--- config.mk ---
export PLATFORM = sky130hd
export DESIGN_NAME = uart_rx_param
export DESIGN_NICKNAME = d
export VERILOG_FILES = /design/src/rtl/uart_rx_param.sv
export SDC_FILE = /design/constraint.sdc
export NUM_CORES = 1
export LEC_CHECK = 0
export BUFFER_PORTS_ARGS = -buffer_cell sky130_fd_sc_hd__buf_4
export CAP_MARGIN = 10
export CORE_MARGIN = 10
export CORE_UTILIZATION = 34
export CTS_CLUSTER_SIZE = 24
export DETAILED_ROUTE_END_ITERATION = 7
export HOLD_SLACK_MARGIN = 0.08
export SLEW_MARGIN = 25
export SYNTH_ARGS = -nofsm -noshare
export SYNTH_HDL_FRONTEND = slang
export SYNTH_SLANG_ARGS = --single-unit
--- constraint.sdc ---
create_clock -name clk -period 5.3 [get_ports clk]
set_clock_uncertainty 0.2 [all_clocks]
set_input_delay 0 -clock clk [delete_from_list [all_inputs] [get_ports clk]]
set_output_delay 0 -clock clk [all_outputs]
set_load 0.05 [all_outputs]
--- src/rtl/uart_rx_param.sv ---
// UART receiver with selectable baud rate, 5..8 data bits, optional odd/even parity,
// 3-point majority sampling and a level-valid / ready handshake on the received byte.
module uart_rx_param #(
  parameter int unsigned CLK_FREQ  = 50_000_000,
  parameter int unsigned DATA_BITS = 8,
  parameter int unsigned PARITY    = 0
) (
  input  logic       clk,
  input  logic       reset_n,
  input  logic       uart_rx,
  input  logic [2:0] baud_set,
  input  logic       rx_ready,
  output logic [7:0] rx_data,
  output logic       rx_valid,
  output logic       parity_err,
  output logic       frame_err,
  output logic       overrun_err
);

  localparam int unsigned BPS_0 = CLK_FREQ / 9600;
  localparam int unsigned BPS_1 = CLK_FREQ / 19200;
  localparam int unsigned BPS_2 = CLK_FREQ / 38400;
  localparam int unsigned BPS_3 = CLK_FREQ / 57600;
  localparam int unsigned BPS_4 = CLK_FREQ / 115200;
  localparam int unsigned CNT_W = $clog2(BPS_0 + 1);
  localparam int unsigned IDX_W = 3;

  typedef enum logic [2:0] {
    S_IDLE  = 3'd0,
    S_START = 3'd1,
    S_DATA  = 3'd2,
    S_PAR   = 3'd3,
    S_STOP  = 3'd4
  } state_e;

  state_e               state_q, state_d;
  logic [1:0]           sync_q;
  logic                 hist_q;
  logic [2:0]           baud_q, baud_d;
  logic [CNT_W-1:0]     cnt_q, cnt_d;
  logic [IDX_W-1:0]     idx_q, idx_d;
  logic [1:0]           samp_q, samp_d;
  logic [DATA_BITS-1:0] shreg_q, shreg_d;
  logic                 perr_q, perr_d;
  logic [7:0]           rx_data_q, rx_data_d;
  logic                 rx_valid_q, rx_valid_d;
  logic                 parity_err_q, parity_err_d;
  logic                 frame_err_q, frame_err_d;
  logic                 overrun_err_q, overrun_err_d;

  logic                 rx_s_c;
  logic                 start_edge_c;
  logic [CNT_W-1:0]     bps_c;
  logic [CNT_W-1:0]     half_c;
  logic [CNT_W-1:0]     eighth_c;
  logic                 bit_end_c;
  logic                 smp3_hit_c;
  logic                 maj_c;
  logic                 ones_c;

  // Metastability synchronizer plus one history stage for falling-edge detection
  always_ff @(posedge clk or negedge reset_n) begin
    if (!reset_n) begin
      sync_q <= 2'b11;
      hist_q <= 1'b1;
    end else begin
      sync_q <= {sync_q[0], uart_rx};
      hist_q <= sync_q[1];
    end
  end

  assign rx_s_c       = sync_q[1];
  assign start_edge_c = ~rx_s_c & hist_q;

  always_comb begin
    case (baud_q)
      3'd0:    bps_c = CNT_W'(BPS_0);
      3'd1:    bps_c = CNT_W'(BPS_1);
      3'd2:    bps_c = CNT_W'(BPS_2);
      3'd3:    bps_c = CNT_W'(BPS_3);
      default: bps_c = CNT_W'(BPS_4);
    endcase
  end

  assign half_c     = bps_c >> 1;
  assign eighth_c   = bps_c >> 3;
  assign bit_end_c  = (cnt_q == bps_c - CNT_W'(1));
  assign smp3_hit_c = (cnt_q == half_c + eighth_c);
  // Third sample is taken live; the first two were captured earlier in the bit
  assign maj_c      = (samp_q[0] & samp_q[1]) | (samp_q[0] & rx_s_c) | (samp_q[1] & rx_s_c);
  assign ones_c     = ^{shreg_q, maj_c};

  always_ff @(posedge clk or negedge reset_n) begin
    if (!reset_n) begin
      state_q       <= S_IDLE;
      baud_q        <= 3'd0;
      cnt_q         <= '0;
      idx_q         <= '0;
      samp_q        <= 2'b00;
      shreg_q       <= '0;
      perr_q        <= 1'b0;
      rx_data_q     <= 8'h00;
      rx_valid_q    <= 1'b0;
      parity_err_q  <= 1'b0;
      frame_err_q   <= 1'b0;
      overrun_err_q <= 1'b0;
    end else begin
      state_q       <= state_d;
      baud_q        <= baud_d;
      cnt_q         <= cnt_d;
      idx_q         <= idx_d;
      samp_q        <= samp_d;
      shreg_q       <= shreg_d;
      perr_q        <= perr_d;
      rx_data_q     <= rx_data_d;
      rx_valid_q    <= rx_valid_d;
      parity_err_q  <= parity_err_d;
      frame_err_q   <= frame_err_d;
      overrun_err_q <= overrun_err_d;
    end
  end

  always_comb begin
    state_d       = state_q;
    baud_d        = baud_q;
    cnt_d         = bit_end_c ? '0 : cnt_q + CNT_W'(1);
    idx_d         = idx_q;
    samp_d        = samp_q;
    shreg_d       = shreg_q;
    perr_d        = perr_q;
    rx_data_d     = rx_data_q;
    rx_valid_d    = rx_valid_q & ~rx_ready;
    parity_err_d  = 1'b0;
    frame_err_d   = 1'b0;
    overrun_err_d = 1'b0;

    if (cnt_q == half_c - eighth_c) samp_d[0] = rx_s_c;
    if (cnt_q == half_c)            samp_d[1] = rx_s_c;

    case (state_q)
      S_IDLE: begin
        cnt_d = '0;
        if (start_edge_c) begin
          state_d = S_START;
          baud_d  = baud_set;
          idx_d   = '0;
          perr_d  = 1'b0;
        end
      end
      S_START: begin
        if (smp3_hit_c && maj_c) begin
          state_d = S_IDLE;
          cnt_d   = '0;
        end else if (bit_end_c) begin
          state_d = S_DATA;
        end
      end
      S_DATA: begin
        if (smp3_hit_c) shreg_d = {maj_c, shreg_q[DATA_BITS-1:1]};
        if (bit_end_c) begin
          idx_d = idx_q + IDX_W'(1);
          if (idx_q == IDX_W'(DATA_BITS - 1)) state_d = (PARITY != 0) ? S_PAR : S_STOP;
        end
      end
      S_PAR: begin
        if (smp3_hit_c) perr_d = (PARITY == 1) ? ~ones_c : ones_c;
        if (bit_end_c)  state_d = S_STOP;
      end
      S_STOP: begin
        // Decide on the third stop sample so a back-to-back start bit is not missed
        if (smp3_hit_c) begin
          state_d      = S_IDLE;
          cnt_d        = '0;
          frame_err_d  = ~maj_c;
          parity_err_d = perr_q;
          if (maj_c && !perr_q) begin
            rx_data_d     = 8'(shreg_q);
            rx_valid_d    = 1'b1;
            overrun_err_d = rx_valid_q & ~rx_ready;
          end
        end
      end
      default: begin
        state_d = S_IDLE;
        cnt_d   = '0;
      end
    endcase
  end

  assign rx_data     = rx_data_q;
  assign rx_valid    = rx_valid_q;
  assign parity_err  = parity_err_q;
  assign frame_err   = frame_err_q;
  assign overrun_err = overrun_err_q;

endmodule

==> key figures <==
Routing
  • Vias/cell: 5.10
  • DRT iter0 DRCs: 248
  • Final ANT Viol Nets: 0
  • Pre-Repair DR Iteration Count: 4
  • DRT Wirelength: 7.55 mm
  • Vias: 2504
  • DRC viols: 0
  • WL per Instance: 15.4 um

Pwr
  • Sw frac: 0.456
  • Leak: 1.66 nW
  • Seq pwr share: 0.295
  • Comb pwr share: 0.570
  • PD cells: 469 nW/um^2
  • Worst VDD drop: 0.168 mV
  • P_int: 0.000946 W
  • Clk pwr share: 0.135
  • NetSw: 0.000792 W

Yosys
  • Biggest area consumer among synthesized cells: dfrtp_1
  • Post-synthesis adder-cell area fraction: 0.0703
  • Simple-gate share of the synthesized area: 0.175
  • Top post-synthesis cells by area: dfrtp_1 (34%), xnor2_1 (9.3%), mux2_2 (7.1%)
  • Synth Instances: 350
  • Largest family of logic cells by synthesized area: simple AND/OR/NAND/NOR gates
  • Ys async rst share: 1.00
  • Synth Cell Area: 3310 um^2
  • Yosys Warn Count: 0
  • Primary FF master, synth: dfrtp_1
  • Yosys top cell area share: 0.340
  • Avg Inst Size Synth: 9.46 um^2
  • Post-synth EDFFs: 0
  • Mux contribution to synthesized area: 0.0839
  • Sequential share of the synthesized area: 0.364
  • Synth unique cells: 53
  • Seq cells post-synth: 48
  • Synth Area in Compound Gates: 0.130
  • Synth Net Count: 375
  • Post-synthesis xor/xnor area fraction: 0.130

STA
  • Fin Hold WS: 145 ps
  • Fin crit share: 0.883
  • Max-slew violation count: 0
  • Max_slew headroom: 0.532
  • Final Setup Violations: 0
  • Final Hold Fails: 0
  • Fmax: 214 MHz
  • Final worst path period need: 4680 ps
  • Unrepaired setup endpoints after global routing: false
  • Aggregate negative setup slack: 0 ps
  • Slew @ Worst Pin: 695 ps

CTS
  • Reg clk slew, reported paths: 90 ps
  • Setup Buffers After CTS: 0
  • TritonCTS clock tree: done
  • Number of clock sinks: 48
  • Worst skew pair latency: 300 ps
  • Total CTS buffers: 5
  • Root buf cell: clkbuf_8
  • Worst-case clock buffer depth: 2
  • Post-CTS resize count: 0
  • # H-tree levels: 2

Worst setup path
  • Kind of critical path: flip-flop to flip-flop
  • Critical Path Start Type: flip-flop
  • CP Data Required Time: 5290 ps
  • Worst reg2reg path startpoint: baud_q[0]
  • Critical Path Sink Type: flip-flop
  • Reg-to-reg slack, setup: 620 ps
  • Reg-to-reg endpoint: rx_data[2]
  • FF-to-FF path depth: 11
  • Crit path DAT: 4670 ps
  • CP Max Fanout: 17

Layout
  • Multi-input gate area: 1950 um^2
  • Register cell area after layout: 1200 um^2
  • Commonest cells after routing, fill and taps aside: dfrtp_1 (45), xnor2_1 (35), nor2_1 (33)
  • # fillers: 961
  • Antenna cells: 0
  • Most common cell after layout, fill and taps aside: dfrtp_1
  • Nets: 386
  • Syn-to-layout area delta: 11.9%
  • Share of layout cells above drive strength 1: 0.157
  • Final non-filler cell total: 491

Global route
  • Initial antenna violation count: 0
  • Vias in the first global route: 2555
  • Pin count of the biggest net entering global routing: 46
  • GRT Total Usage: 0.107
  • Global-route wire length before repair: 12.8 mm
  • Grt ovf: 0

Die
  • IO Pins: 19
  • Row cnt: 35
  • Die Ht: 119 um
  • Area of the core: 9370 um^2
  • Initial Util: 0.353
  • Full die area: 14100 um^2
  • Die width: 119 um

Status
  • Outcome: finished clean

Min path
  • Min-delay src: uart_rx
  • Worst hold endpoint: sync_q[0]
  • Hold crit path type: primary input to flip-flop
  • Hold depth: 2

Placed design
  • GPL Wtd Cong: 0.888
  • Post-DP HPWL: 5.59 mm
  • Placed cells: 475
  • Port Buf Inserts: 18

Flow run
  • MaxCap Viol Count: 0
power by group through the flow:
stage / clock [W] / combinational (W) / sequential (W)
after floorplan: 0 / 0.000888 / 0.000422
after CTS: 0.000243 / 0.000992 / 0.000511
after detailed placement: 0 / 0.000977 / 0.000520
after global placement: 0 / 0.000973 / 0.000516
after global routing: 0.000256 / 0.00110 / 0.000521
final: 0.000234 / 0.000991 / 0.000513
area by class of cell:
type / instances / share of cell area
Multi-Input combinational cell: 264 / 0.527
Inverter: 16 / 0.0162
Sequential cell: 48 / 0.325
Tap cell: 129 / 0.0436
Clock inverter: 1 / 0.00236
Clock buffer: 7 / 0.0233
Timing Repair Buffer: 26 / 0.0628
routing by layer:
layer / vias up / track usage / part of all wire
met2: 58 / 0.174 / 0.47
li1: 1230 / - / -
met1: 1204 / 0.141 / 0.46
met4: 0 / 0.0458 / 0.025
met3: 12 / 0.0119 / 0.043
met5: - / 0 / 0
through the flow:
step                setup slack (ps)  utilization  power (W)  cell area [um^2]
finish                           621        0.395    0.00174              3710
detailed placement               637        0.375    0.00150              3510
global route                     348        0.395    0.00187              3710
floorplan                        946            -    0.00131              3310
CTS                              630        0.395    0.00175              3710
global placement                 818        0.375    0.00149              3510
registers in the layout, indices dropped and copies added, names as in the netlist:
register and flops:
baud_q 3, cnt_q 13, frame_err 1, hist_q 1, idx_q 3, overrun_err 1, parity_err 1, perr_q 1
rx_data 8, rx_valid 1, samp_q 2, shreg_q 8, state_q 3, sync_q 2
timing repair:
action                                  4_1_cts  5_1_grt
hold endpoints to repair                     54        0
endpoints found under the setup margin        0        0
hold buffers                                  8        0
worst max-delay path: stages (launching register included):
cell       delay [ps]
dfrtp_1           700
inv_1             120
a21oi_1           390
inv_1              90
ha_1              240
fa_1              450
xor2_1            180
a2111oi_4         290
nand3_1           180
or4_1             680
nor4_4            640
mux2_2            410
synthesized netlist by cell type, types with 2 or more instances:
cell	instances
mux2_2	21
or3_1	3
nor2b_1	4
nor3_1	13
o31ai_1	2
o32ai_1	2
dfstp_2	3
a211oi_1	4
o21ai_0	9
a22o_1	3
mux2i_1	3
nand3_1	14
clkbuf_1	17
xnor2_1	35
nand3b_1	3
a21o_1	5
xor2_1	14
ha_1	17
nor4_1	3
a21boi_0	2
buf_2	4
nor4_4	2
nor2_1	33
or2_2	3
nand4_1	2
o21bai_1	3
a2111oi_0	2
nand2b_1	7
inv_1	15
a21oi_1	17
dfrtp_1	45
and3_1	5
nand2_1	15
worst max path at each step:
stage	start	endpoint	slack [ps]	cells after the start
2_1_floorplan	baud_q[0]	rx_data[0]	950	14
3_5_place_dp	baud_q[0]	rx_data[1]	640	11
6_report	baud_q[0]	rx_data[2]	620	11
4_1_cts	baud_q[0]	rx_data[1]	630	11
3_3_place_gp	baud_q[0]	rx_data[2]	820	11
5_1_grt	baud_q[0]	rx_data[4]	350	11
cell families after synthesis:
family                   count (synthesis)
flip-flops                              48
adder cells (fa/ha/maj)                 18
buffers and inverters                   38
XOR/XNOR                                49
AO/OA/AOI/OAI                           61
multiplexers                            25
AND/OR/NAND/NOR                        111
(Power assumes the default switching activity.)
